`config.mk`:
```
export PLATFORM = sky130hd
export DESIGN_NAME = audio_mix_out_flat
export DESIGN_NICKNAME = d
export VERILOG_FILES = /design/src/rtl/audio_mix_pkg.sv /design/src/rtl/audio_mix_out_if.sv /design/src/rtl/audio_mix_out_sat_clip.sv /design/src/rtl/audio_mix_out.sv /design/src/flat_wrapper.sv
export SDC_FILE = /design/constraint.sdc
export NUM_CORES = 1
export LEC_CHECK = 0
export CAP_MARGIN = 20
export CORE_MARGIN = 3
export CORE_UTILIZATION = 51
export DETAILED_ROUTE_END_ITERATION = 8
export PLACE_DENSITY = 0.87
export RECOVER_POWER = 25
export SYNTH_ARGS = -nofsm -noshare
export SYNTH_HDL_FRONTEND = slang
export SYNTH_SLANG_ARGS = --single-unit
```
`constraint.sdc`:
```
create_clock -name CLOCK_50 -period 14 [get_ports CLOCK_50]
set_input_delay 3.5 -clock CLOCK_50 [delete_from_list [all_inputs] [get_ports CLOCK_50]]
set_output_delay 3.5 -clock CLOCK_50 [all_outputs]
set_load 0.03 [all_outputs]
```
`src/rtl/audio_mix_pkg.sv`:
```
// audio_mix_out shared types and constants.
// FSM states, accumulator sizing and clip counter width.
package audio_mix_pkg;

   typedef enum logic [1:0] {
      IDLE  = 2'd0,
      ACCUM = 2'd1,
      SAT   = 2'd2,
      WRITE = 2'd3
   } state_e;

   localparam int CLIP_W = 16;

   // Guard bits so NUM_SRC terms plus the mic sample never overflow.
   function automatic int acc_width(input int dw, input int ns);
      return dw + $clog2(ns + 1) + 1;
   endfunction

endpackage

```
`src/rtl/audio_mix_out_if.sv`:
```
// Audio_Controller FIFO handshake and sample bus.
// master = controller side, slave = mixer side.
interface audio_mix_out_if #(
   parameter int DATA_W = 32
);

   logic              audio_in_available;
   logic              audio_out_allowed;
   logic [DATA_W-1:0] left_channel_audio_in;
   logic [DATA_W-1:0] right_channel_audio_in;
   logic              read_audio_in;
   logic [DATA_W-1:0] left_channel_audio_out;
   logic [DATA_W-1:0] right_channel_audio_out;
   logic              write_audio_out;

   modport master (
      output audio_in_available,
      output audio_out_allowed,
      output left_channel_audio_in,
      output right_channel_audio_in,
      input  read_audio_in,
      input  left_channel_audio_out,
      input  right_channel_audio_out,
      input  write_audio_out
   );

   modport slave (
      input  audio_in_available,
      input  audio_out_allowed,
      input  left_channel_audio_in,
      input  right_channel_audio_in,
      output read_audio_in,
      output left_channel_audio_out,
      output right_channel_audio_out,
      output write_audio_out
   );

endinterface

```
`src/rtl/audio_mix_out_sat_clip.sv`:
```
// Signed clamp from the wide accumulator down to the sample width.
// clip_o flags that the value was outside the sample range.
module sat_clip #(
   parameter int ACC_W  = 36,
   parameter int DATA_W = 32
) (
   input  logic [ACC_W-1:0]  acc_i,
   output logic [DATA_W-1:0] sat_o,
   output logic              clip_o
);

   logic [ACC_W-DATA_W:0] hi;

   // In range only when all bits above the sample sign bit match it.
   always_comb begin
      hi     = acc_i[ACC_W-1:DATA_W-1];
      clip_o = !((&hi) || (~|hi));
      sat_o  = acc_i[DATA_W-1:0];
      if (clip_o) begin
         if (acc_i[ACC_W-1]) begin
            sat_o = {1'b1, {(DATA_W-1){1'b0}}};
         end else begin
            sat_o = {1'b0, {(DATA_W-1){1'b1}}};
         end
      end
   end

endmodule

```
`src/rtl/audio_mix_out.sv`:
```
// Mixes the mic sample with NUM_SRC gained/muted tone sources,
// saturates the result and counts clipped frames.
module audio_mix_out
   import audio_mix_pkg::*;
#(
   parameter int DATA_W  = 32,
   parameter int NUM_SRC = 4,
   parameter int GAIN_W  = 3
) (
   input  logic                      CLOCK_50,
   input  logic                      reset,
   audio_mix_out_if.slave            aud,
   input  logic [NUM_SRC*DATA_W-1:0] src_data,
   input  logic [NUM_SRC*GAIN_W-1:0] src_shift,
   input  logic [NUM_SRC-1:0]        src_mute,
   input  logic                      mic_en,
   output logic [DATA_W-1:0]         tap_data,
   output logic                      tap_valid,
   output logic [CLIP_W-1:0]         clip_count,
   output logic                      busy
);

   localparam int ACC_W = acc_width(DATA_W, NUM_SRC);
   localparam int IDX_W = (NUM_SRC > 1) ? $clog2(NUM_SRC) : 1;
   localparam int EXT_W = ACC_W - DATA_W;

   state_e                    state_q;
   logic [IDX_W-1:0]          idx_q;
   logic signed [ACC_W-1:0]   acc_l_q;
   logic signed [ACC_W-1:0]   acc_r_q;
   logic [NUM_SRC*DATA_W-1:0] src_q;
   logic [NUM_SRC*GAIN_W-1:0] shift_q;
   logic [NUM_SRC-1:0]        mute_q;
   logic [DATA_W-1:0]         tap_cap_q;
   logic [DATA_W-1:0]         out_l_q;
   logic [DATA_W-1:0]         out_r_q;
   logic [DATA_W-1:0]         tap_q;
   logic                      read_q;
   logic                      write_q;
   logic                      tap_vld_q;
   logic [CLIP_W-1:0]         clip_q;

   logic signed [DATA_W-1:0]  sk;
   logic signed [DATA_W-1:0]  shf;
   logic [GAIN_W-1:0]         sh;
   logic                      mt;
   logic signed [ACC_W-1:0]   term_d;
   logic [DATA_W-1:0]         sat_l_d;
   logic [DATA_W-1:0]         sat_r_d;
   logic                      clip_l_d;
   logic                      clip_r_d;
   logic                      go;

   assign go = aud.audio_in_available && aud.audio_out_allowed;

   // Select the current source from the snapshot and form its gained term.
   always_comb begin
      sk = '0;
      sh = '0;
      mt = 1'b0;
      for (int k = 0; k < NUM_SRC; k++) begin
         if (idx_q == IDX_W'(k)) begin
            sk = src_q[k*DATA_W +: DATA_W];
            sh = shift_q[k*GAIN_W +: GAIN_W];
            mt = mute_q[k];
         end
      end
      shf    = sk >>> sh;
      term_d = mt ? '0 : {{EXT_W{shf[DATA_W-1]}}, shf};
   end

   sat_clip #(
      .ACC_W  (ACC_W),
      .DATA_W (DATA_W)
   ) u_sat_l (
      .acc_i  (acc_l_q),
      .sat_o  (sat_l_d),
      .clip_o (clip_l_d)
   );

   sat_clip #(
      .ACC_W  (ACC_W),
      .DATA_W (DATA_W)
   ) u_sat_r (
      .acc_i  (acc_r_q),
      .sat_o  (sat_r_d),
      .clip_o (clip_r_d)
   );

   // Frame FSM: pop, accumulate one source per cycle, clamp, push.
   always_ff @(posedge CLOCK_50) begin
      if (reset) begin
         state_q   <= IDLE;
         idx_q     <= '0;
         acc_l_q   <= '0;
         acc_r_q   <= '0;
         src_q     <= '0;
         shift_q   <= '0;
         mute_q    <= '0;
         tap_cap_q <= '0;
         out_l_q   <= '0;
         out_r_q   <= '0;
         tap_q     <= '0;
         read_q    <= 1'b0;
         write_q   <= 1'b0;
         tap_vld_q <= 1'b0;
         clip_q    <= '0;
      end else begin
         read_q    <= 1'b0;
         write_q   <= 1'b0;
         tap_vld_q <= 1'b0;
         unique case (state_q)
            IDLE: begin
               if (go) begin
                  read_q    <= 1'b1;
                  acc_l_q   <= mic_en ?
                     {{EXT_W{aud.left_channel_audio_in[DATA_W-1]}},
                      aud.left_channel_audio_in} : '0;
                  acc_r_q   <= mic_en ?
                     {{EXT_W{aud.right_channel_audio_in[DATA_W-1]}},
                      aud.right_channel_audio_in} : '0;
                  src_q     <= src_data;
                  shift_q   <= src_shift;
                  mute_q    <= src_mute;
                  tap_cap_q <= aud.left_channel_audio_in;
                  idx_q     <= '0;
                  state_q   <= ACCUM;
               end
            end
            ACCUM: begin
               acc_l_q <= acc_l_q + term_d;
               acc_r_q <= acc_r_q + term_d;
               if (idx_q == IDX_W'(NUM_SRC - 1)) begin
                  state_q <= SAT;
               end else begin
                  idx_q <= idx_q + 1'b1;
               end
            end
            SAT: begin
               out_l_q <= sat_l_d;
               out_r_q <= sat_r_d;
               if ((clip_l_d || clip_r_d) && (clip_q != '1)) begin
                  clip_q <= clip_q + 1'b1;
               end
               state_q <= WRITE;
            end
            WRITE: begin
               if (aud.audio_out_allowed) begin
                  write_q   <= 1'b1;
                  tap_vld_q <= 1'b1;
                  tap_q     <= tap_cap_q;
                  state_q   <= IDLE;
               end
            end
         endcase
      end
   end

   assign aud.read_audio_in           = read_q;
   assign aud.write_audio_out         = write_q;
   assign aud.left_channel_audio_out  = out_l_q;
   assign aud.right_channel_audio_out = out_r_q;
   assign tap_data                    = tap_q;
   assign tap_valid                   = tap_vld_q;
   assign clip_count                  = clip_q;
   assign busy                        = (state_q != IDLE);

endmodule

```
`src/flat_wrapper.sv`:
```
// flat-port wrapper written by rule: the top's interface ports become plain ports
module audio_mix_out_flat import audio_mix_pkg::*;
#(
   parameter int DATA_W  = 32,
   parameter int NUM_SRC = 4,
   parameter int GAIN_W  = 3
)
  (CLOCK_50, reset, src_data, src_shift, src_mute, mic_en, tap_data, tap_valid, clip_count, busy, aud_audio_in_available, aud_audio_out_allowed, aud_left_channel_audio_in, aud_right_channel_audio_in, aud_read_audio_in, aud_left_channel_audio_out, aud_right_channel_audio_out, aud_write_audio_out);
  audio_mix_out_if #(.DATA_W(DATA_W)) aud_i ();
  input  logic CLOCK_50;
  input  logic reset;
  input  logic [NUM_SRC*DATA_W-1:0] src_data;
  input  logic [NUM_SRC*GAIN_W-1:0] src_shift;
  input  logic [NUM_SRC-1:0] src_mute;
  input  logic mic_en;
  output logic [DATA_W-1:0] tap_data;
  output logic tap_valid;
  output logic [CLIP_W-1:0] clip_count;
  output logic busy;
  input wire logic [$bits(aud_i.audio_in_available)-1:0] aud_audio_in_available;
  input wire logic [$bits(aud_i.audio_out_allowed)-1:0] aud_audio_out_allowed;
  input wire logic [$bits(aud_i.left_channel_audio_in)-1:0] aud_left_channel_audio_in;
  input wire logic [$bits(aud_i.right_channel_audio_in)-1:0] aud_right_channel_audio_in;
  output wire logic [$bits(aud_i.read_audio_in)-1:0] aud_read_audio_in;
  output wire logic [$bits(aud_i.left_channel_audio_out)-1:0] aud_left_channel_audio_out;
  output wire logic [$bits(aud_i.right_channel_audio_out)-1:0] aud_right_channel_audio_out;
  output wire logic [$bits(aud_i.write_audio_out)-1:0] aud_write_audio_out;
  assign aud_i.audio_in_available = aud_audio_in_available;
  assign aud_i.audio_out_allowed = aud_audio_out_allowed;
  assign aud_i.left_channel_audio_in = aud_left_channel_audio_in;
  assign aud_i.right_channel_audio_in = aud_right_channel_audio_in;
  assign aud_read_audio_in = aud_i.read_audio_in;
  assign aud_left_channel_audio_out = aud_i.left_channel_audio_out;
  assign aud_right_channel_audio_out = aud_i.right_channel_audio_out;
  assign aud_write_audio_out = aud_i.write_audio_out;
  audio_mix_out #(.DATA_W(DATA_W), .NUM_SRC(NUM_SRC), .GAIN_W(GAIN_W)) u_core (.CLOCK_50(CLOCK_50), .reset(reset), .aud(aud_i), .src_data(src_data), .src_shift(src_shift), .src_mute(src_mute), .mic_en(mic_en), .tap_data(tap_data), .tap_valid(tap_valid), .clip_count(clip_count), .busy(busy));
endmodule
```
== Yosys cells after proc, flatten, opt, wreduce, memory -nomap -nowiden ==
Index checks and enable logic that the tools add are counted.
Storage, ports and cells
  flip-flop bits (word level): 366
  latch bits: 0
  memory bits (writable): 0
  ROM bits: 0
  output and inout bits: 116
  logic and storage cells: 89
  memories: 0
Cells by class
  add/subtract/negate cells: 4
  multiply operators: 0
  divide/modulo/power cells: 0
  $lt $le $gt $ge: 0
  equal/unequal tests: 11
  shifts and indexed selects: 1
  mux-type cells: 32
  bitwise operators: 2
  reduce and logical (&&, ||, !) cells: 25
Operator list (number)
  2-to-1 mux 32 bit: 8
  2-to-1 mux 36 bit: 5
  one-hot mux 36 bit (2 select lines): 2
  adder 36 bit: 2
  >>> shifter 32 x 3 -> 32 bit: 1
  adder 16 x 1 -> 16 bit, second input constant: 1
  != test 16 bit, second input constant: 1
  2-to-1 mux 3 bit: 4
  2-to-1 mux 2 bit: 5
  AND reduction 5 bit: 2
  OR reduction 5 bit: 2
  == test 2 bit, second input constant: 4
  one-hot mux 2 bit (4 select lines): 1
  AND reduction 2 bit: 4
  2-to-1 mux 1 bit: 6
  AND reduction 3 bit: 2
  == test 2 x 1 -> 1 bit, second input constant: 2
  logical NOT 1 bit: 4
  logical NOT 2 bit: 2
  != test 2 x 1 -> 1 bit, second input constant: 2
  != test 2 bit, second input constant: 2
  one-hot mux 2 bit (2 select lines): 1
  nonzero test 2 bit: 2
  OR reduction 2 bit: 2
  other kinds (4): 8

== Depth between registers and ports, before layout ==
  depth after elaboration: 9
  gate-level depth with buffers: 34
  gate-level depth less buffers: 30

== Modules after synthesis ==
From an unflattened synthesis, not the netlist that was laid out.
Second synthesis, totals
  cell total of the unflattened synthesis: 2876
  area total of the unflattened synthesis: 22328.9 um^2
By module, submodules not included
  audio_mix_out: times used 1, cells each 2624, area an instance 20249.4 um^2
  sat_clip: times used 2, cells each 126, area an instance 1039.7 um^2

== Least setup slack after synthesis ==
OpenSTA, ideal clock, no wires.
  path type: register to register
  start: reg u_core.idx_q[0]
  end: reg u_core.acc_r_q[28]
  library setup time: 0.114 ns
  arrival time: 5.567 ns
  required time: 13.885 ns
  slack: 8.318 ns
  cell stages (with the launch flop): 26
  cells stage by stage: dfxtp_1 -> ha_1 -> buf_6 -> buf_2 -> buf_2 -> buf_1 -> clkbuf_1 -> buf_1 -> a21oi_1 -> a211oi_1 -> nor3_1 -> a211oi_1 -> ha_1 -> inv_1 -> fa_1 -> a41oi_1 -> a211oi_1 -> o41ai_1 -> o21ai_0 -> o21ai_1 -> a21oi_1 -> o21ba_2 -> o21ai_1 -> a31oi_1 -> xor2_1 -> a2111oi_0
On the way
  longest elaborated chain between the ends: 9
  elaborated cells on any way between the ends: 20
  classes of those cells: 1 x add/sub; 3 x eq/ne; 1 x shift; 14 x mux; 1 x reduce/logical
Ends and longest elaborated chain
  from (decl): RTL line audio_mix_out.sv:28  | logic [IDX_W-1:0] idx_q;
  from (signal assigned): RTL line audio_mix_out.sv:136  | idx_q <= idx_q + 1'b1;
  logical NOT 2 bit: RTL line audio_mix_out.sv:62  | if (idx_q == IDX_W'(k)) begin
  2-to-1 mux 32 bit or 2-to-1 mux 3 bit (tied branches) (4 in series): RTL line audio_mix_out.sv:62
  >>> shifter 32 x 3 -> 32 bit: RTL line audio_mix_out.sv:68  | shf = sk >>> sh;
  2-to-1 mux 36 bit *: RTL line audio_mix_out.sv:69  | term_d = mt ? '0 : {{EXT_W{shf[DATA_W-1]}}, shf};
  adder 36 bit *: RTL line audio_mix_out.sv:132  | acc_r_q <= acc_r_q + term_d;
  one-hot mux 36 bit (2 select lines) *: RTL line audio_mix_out.sv:112  | unique case (state_q)
  to (signal assigned): RTL line audio_mix_out.sv:119  | acc_r_q <= mic_en ?
  to (signal assigned): RTL line audio_mix_out.sv:132
  to (decl): RTL line audio_mix_out.sv:30  | logic signed [ACC_W-1:0] acc_r_q;
Every way passes the cells marked *; elsewhere a longest branch is shown, timed or not.
A chain may end at the register's enable or synchronous reset.

==> results.md <==
- Data required time of the worst path: 14.19 ns
- First-pass detailed-route iteration total: 6
- Routed len/inst: 20.3 µm
- Synth Warn #: 0
- Crit path DAT: 9.60 ns
- Net count after synthesis: 2997
- Endpoint class of the critical path: flop
- Actual slew at the worst max-slew pin: between 6 and 7 ns
- Global-route wire length before repair: 107 mm
- Fin nets: 3177
- Clk buf depth: 3
- Top achievable clock speed: 0.106 GHz
- Final wirelength: 69.7 mm
- Number of enable flip-flop cells after synthesis: 0
- Shortest period the worst path allows: 9.42 ns
- Drt via density: about 6.1
- Number of buffers added by the clock tree synthesis step: 39
- Kind of critical path: in2reg
- Run status: finished with violations
- I/O pin cnt: between 300 and 400
- Count of fill cells added during filler insertion: between 3000 and 4000
- Initial antenna violation count: 2
- Clock-pin slew reported for the worst setup and hold paths after clock tree synthesis: 0.06 ns
- Vias in the first global route: around 20000
- Count of max-cap constraint violations: 1
- Number of core rows: 72
- Period utilisation layout: 0.673
- Final setup viols: 0
- Final setup TNS: 0 ns
- Cell chosen for the clock root: sky130_fd_sc_hd__clkbuf_16
- Total track usage: 0.317
- Post-detailed-route count of antenna-violating nets: 0
- Die footprint: 42300 µm²
- Final standard cell count with taps included and fillers excluded: 3438
- Setup crit start kind: input pin
- Setup repair after global routing missed its margin: false
- Post-detailed-route DRC marker count: 0
- Number of synthesized register bits: 366
- Predominant post-synthesis flop cell: sky130_fd_sc_hd__dfxtp_1
- Footprint of the flip-flops and latches: ~7300 µm²
- Post-CTS Setup Bufs: 0
- Starting utilization of the core area: 0.521
- Worst max-slew margin expressed relative to the limit: -3.43
- Switching power of the nets: 2170 µW
- Cells after Synth: 2717
- Total power per unit cell area: 192 nW/µm²
- Relative contribution of sequential cells to total power: 0.295
- Number of cells upsized or downsized after cts: 0
- Maximum fanout along the worst path: 145
- Maximum resistive drop on vdd: roughly 140 µV
- Internal power summed over all cells: 2620 µW
- Fraction of power spent switching nets: 0.454
- Latest clock arrival within the worst-skew pair: 0.57 ns
- Clock group share of total power: 0.208
- Total grt overflow: 0
- Clock Skew: 0.0133 ns
- Final-report hold violation count: 0
- Fraction of registers with async set or reset after synthesis: 0
- Syn_area_per_cell: 7.48 µm²
- Multi-input gate area in the final layout: between 10000 and 15000 µm²
- Routability Congestion: approximately 1
- Number of buffers inserted by hold repair at cts: 0
- Starting DRC count in detailed routing: 2252
- Failing checks: capacitance limit, slew limit
- Cell Area, Synth: about 20000 µm²
- Die span in x: 206 µm
- Clock tree sinks: about 370
- Comb pwr share: 0.497
- Placed Cells: 3372
- Type of the most critical hold path: reg2reg
- CTS H-tree depth: 2
- Vertical extent of the die: 206 µm
- Maximum number of pins on one net before global-route repair: 146
- Count of final max-slew check failures: 146
- Clock tree from TritonCTS: done
- Sequential share of the synthesized area: 0.360
- HPWL after DPL: 50.7 mm
- Layout-stage area growth over the synthesis result: 22.6%
- IO Port Bufs: 328
- Leakage component of the power: 0.00939 µW
- Fraction of layout cells with a size suffix above 1: 0.0483
- Standard cell core area: 39000 µm²
- Vias after detailed routing: 21004
- Number of distinct standard cells referenced by the synthesized netlist: between 80 and 90
registers in the layout, summed over array words and instances (netlist names):
register	count
u_core.acc_l_q	36
u_core.acc_r_q	36
u_core.aud.left_channel_audio_out	32
u_core.aud.read_audio_in	1
u_core.aud.right_channel_audio_out	32
u_core.aud.write_audio_out	1
u_core.clip_count	16
u_core.idx_q	2
u_core.mute_q	4
u_core.shift_q	12
u_core.src_q	128
u_core.state_q	2
u_core.tap_cap_q	32
u_core.tap_data	32
area by class of cell:
type	count	area share
flip-flops and latches	366	0.294
inverters	45	0.00678
clock buffers	49	0.0431
diodes	1	0.000100
well taps	518	0.0260
repair buffers	357	0.142
multi-input cells	2088	0.482
clock inverters	14	0.00522
Yosys cell counts (16+ instances only):
master / n / area [µm²]
sky130_fd_sc_hd__nand3_1: 30 / 150
sky130_fd_sc_hd__buf_1: 18 / 67.6
sky130_fd_sc_hd__xnor2_1: 49 / 429
sky130_fd_sc_hd__clkbuf_1: 173 / 649
sky130_fd_sc_hd__nand2_1: 552 / 2070
sky130_fd_sc_hd__a31oi_1: 17 / 106
sky130_fd_sc_hd__nor3_1: 60 / 300
sky130_fd_sc_hd__o21ai_0: 57 / 285
sky130_fd_sc_hd__ha_1: 65 / 813
sky130_fd_sc_hd__buf_2: 16 / 80.1
sky130_fd_sc_hd__a221oi_1: 48 / 420
sky130_fd_sc_hd__mux2i_1: 31 / 310
sky130_fd_sc_hd__nor2_1: 269 / 1010
sky130_fd_sc_hd__inv_1: 44 / 165
sky130_fd_sc_hd__xor2_1: 37 / 324
sky130_fd_sc_hd__a211oi_1: 119 / 893
sky130_fd_sc_hd__nand2b_1: 24 / 150
sky130_fd_sc_hd__a21oi_1: 414 / 2070
sky130_fd_sc_hd__dfxtp_1: 366 / 7330
sky130_fd_sc_hd__a21o_1: 50 / 375
sky130_fd_sc_hd__and3_1: 17 / 106
power groups by stage:
stage / clock (µW) / sequential [µW] / combinational, µW
floorplan: 0 / 1480 / 1520
global placement: 0 / 1410 / 2280
detailed placement: 0 / 1420 / 2320
CTS: 1010 / 1400 / 2330
global route: 1050 / 1430 / 2590
finish: 997 / 1410 / 2390
logic make-up after synthesis:
group,count (synthesis),share of synthesized area
DFF,366,0.360
muxes,39,0.0197
xor gates and xnor gates,86,0.0371
AOI/OAI and AO/OA,850,0.268
adders and majority gates,73,0.0449
buffers and inverters,263,0.0523
and+or+nand+nor,1040,0.218
placed cells by master, fill, tap and decap left out, types with 8 or more instances in the layout:
cell                                n
sky130_fd_sc_hd__nand3_1           29
sky130_fd_sc_hd__a31oi_1           17
sky130_fd_sc_hd__o31ai_1           12
sky130_fd_sc_hd__nand3b_1          15
sky130_fd_sc_hd__o21ai_0           57
sky130_fd_sc_hd__nor3b_1           14
sky130_fd_sc_hd__and2_1             8
sky130_fd_sc_hd__nand2_1          552
sky130_fd_sc_hd__a41oi_1            9
sky130_fd_sc_hd__xor2_1            37
sky130_fd_sc_hd__clkdlybuf4s50_1  327
sky130_fd_sc_hd__nor2_1           268
sky130_fd_sc_hd__nor2b_1           13
sky130_fd_sc_hd__ha_1              60
sky130_fd_sc_hd__and3_1            17
sky130_fd_sc_hd__nor3_1            60
sky130_fd_sc_hd__buf_4             25
sky130_fd_sc_hd__dfxtp_1          366
sky130_fd_sc_hd__o311a_1            8
sky130_fd_sc_hd__inv_1             44
sky130_fd_sc_hd__nand2b_1          24
sky130_fd_sc_hd__o211ai_1          15
sky130_fd_sc_hd__or3_1              9
sky130_fd_sc_hd__a21o_1            50
sky130_fd_sc_hd__a221oi_1          48
sky130_fd_sc_hd__nand4_1           11
sky130_fd_sc_hd__xnor2_1           49
sky130_fd_sc_hd__a21oi_1          413
sky130_fd_sc_hd__mux2i_1           31
sky130_fd_sc_hd__a211oi_1         118
sky130_fd_sc_hd__clkbuf_16         39
sky130_fd_sc_hd__a2111oi_0         10
stage by stage:
| stage | setup slack, ns | area, µm² | hold slack, ns | util | power, µW |
|---|---|---|---|---|---|
| detailed placement | 7.10 | 23700 | 0.445 | 0.607 | 3750 |
| global placement | 7.38 | 23600 | 0.435 | 0.606 | 3690 |
| floorplan | 8.32 | 20300 | 0.431 | - | 2990 |
| CTS | 7.06 | 24900 | 0.453 | 0.638 | 4740 |
| finish | 4.58 | 24900 | 0.454 | 0.639 | 4800 |
| global route | 4.11 | 24900 | 0.461 | 0.639 | 5070 |
path summary, 6_finish.rpt:
check,slack (ns),to,depth (start not counted),startpoint
setup / recovery,4.58,u_core.acc_r_q[26],4,reset
hold reg to reg,0.45,u_core.src_q[119],2,u_core.src_q[119]
hold / removal,0.45,u_core.src_q[119],2,u_core.src_q[119]
setup reg to reg,6.96,u_core.acc_l_q[12],20,u_core.idx_q[0]
worst max-delay path, cell delays in order:
cell and delay, ns:
sky130_fd_sc_hd__clkbuf_1 4.55, sky130_fd_sc_hd__nor2_1 0.84, sky130_fd_sc_hd__a221oi_1 0.53, sky130_fd_sc_hd__nor3_1 0.09
metal layers:
layer / GRT usage / wire [µm] / part of all wire
met3: 0.0695 / 7270 / 0.10
met1: 0.439 / 29000 / 0.42
met5: 0 / 13 / 0.00019
met4: 0.105 / 2360 / 0.034
met2: 0.493 / 31000 / 0.45
Power figures use the tool's default switching activity.
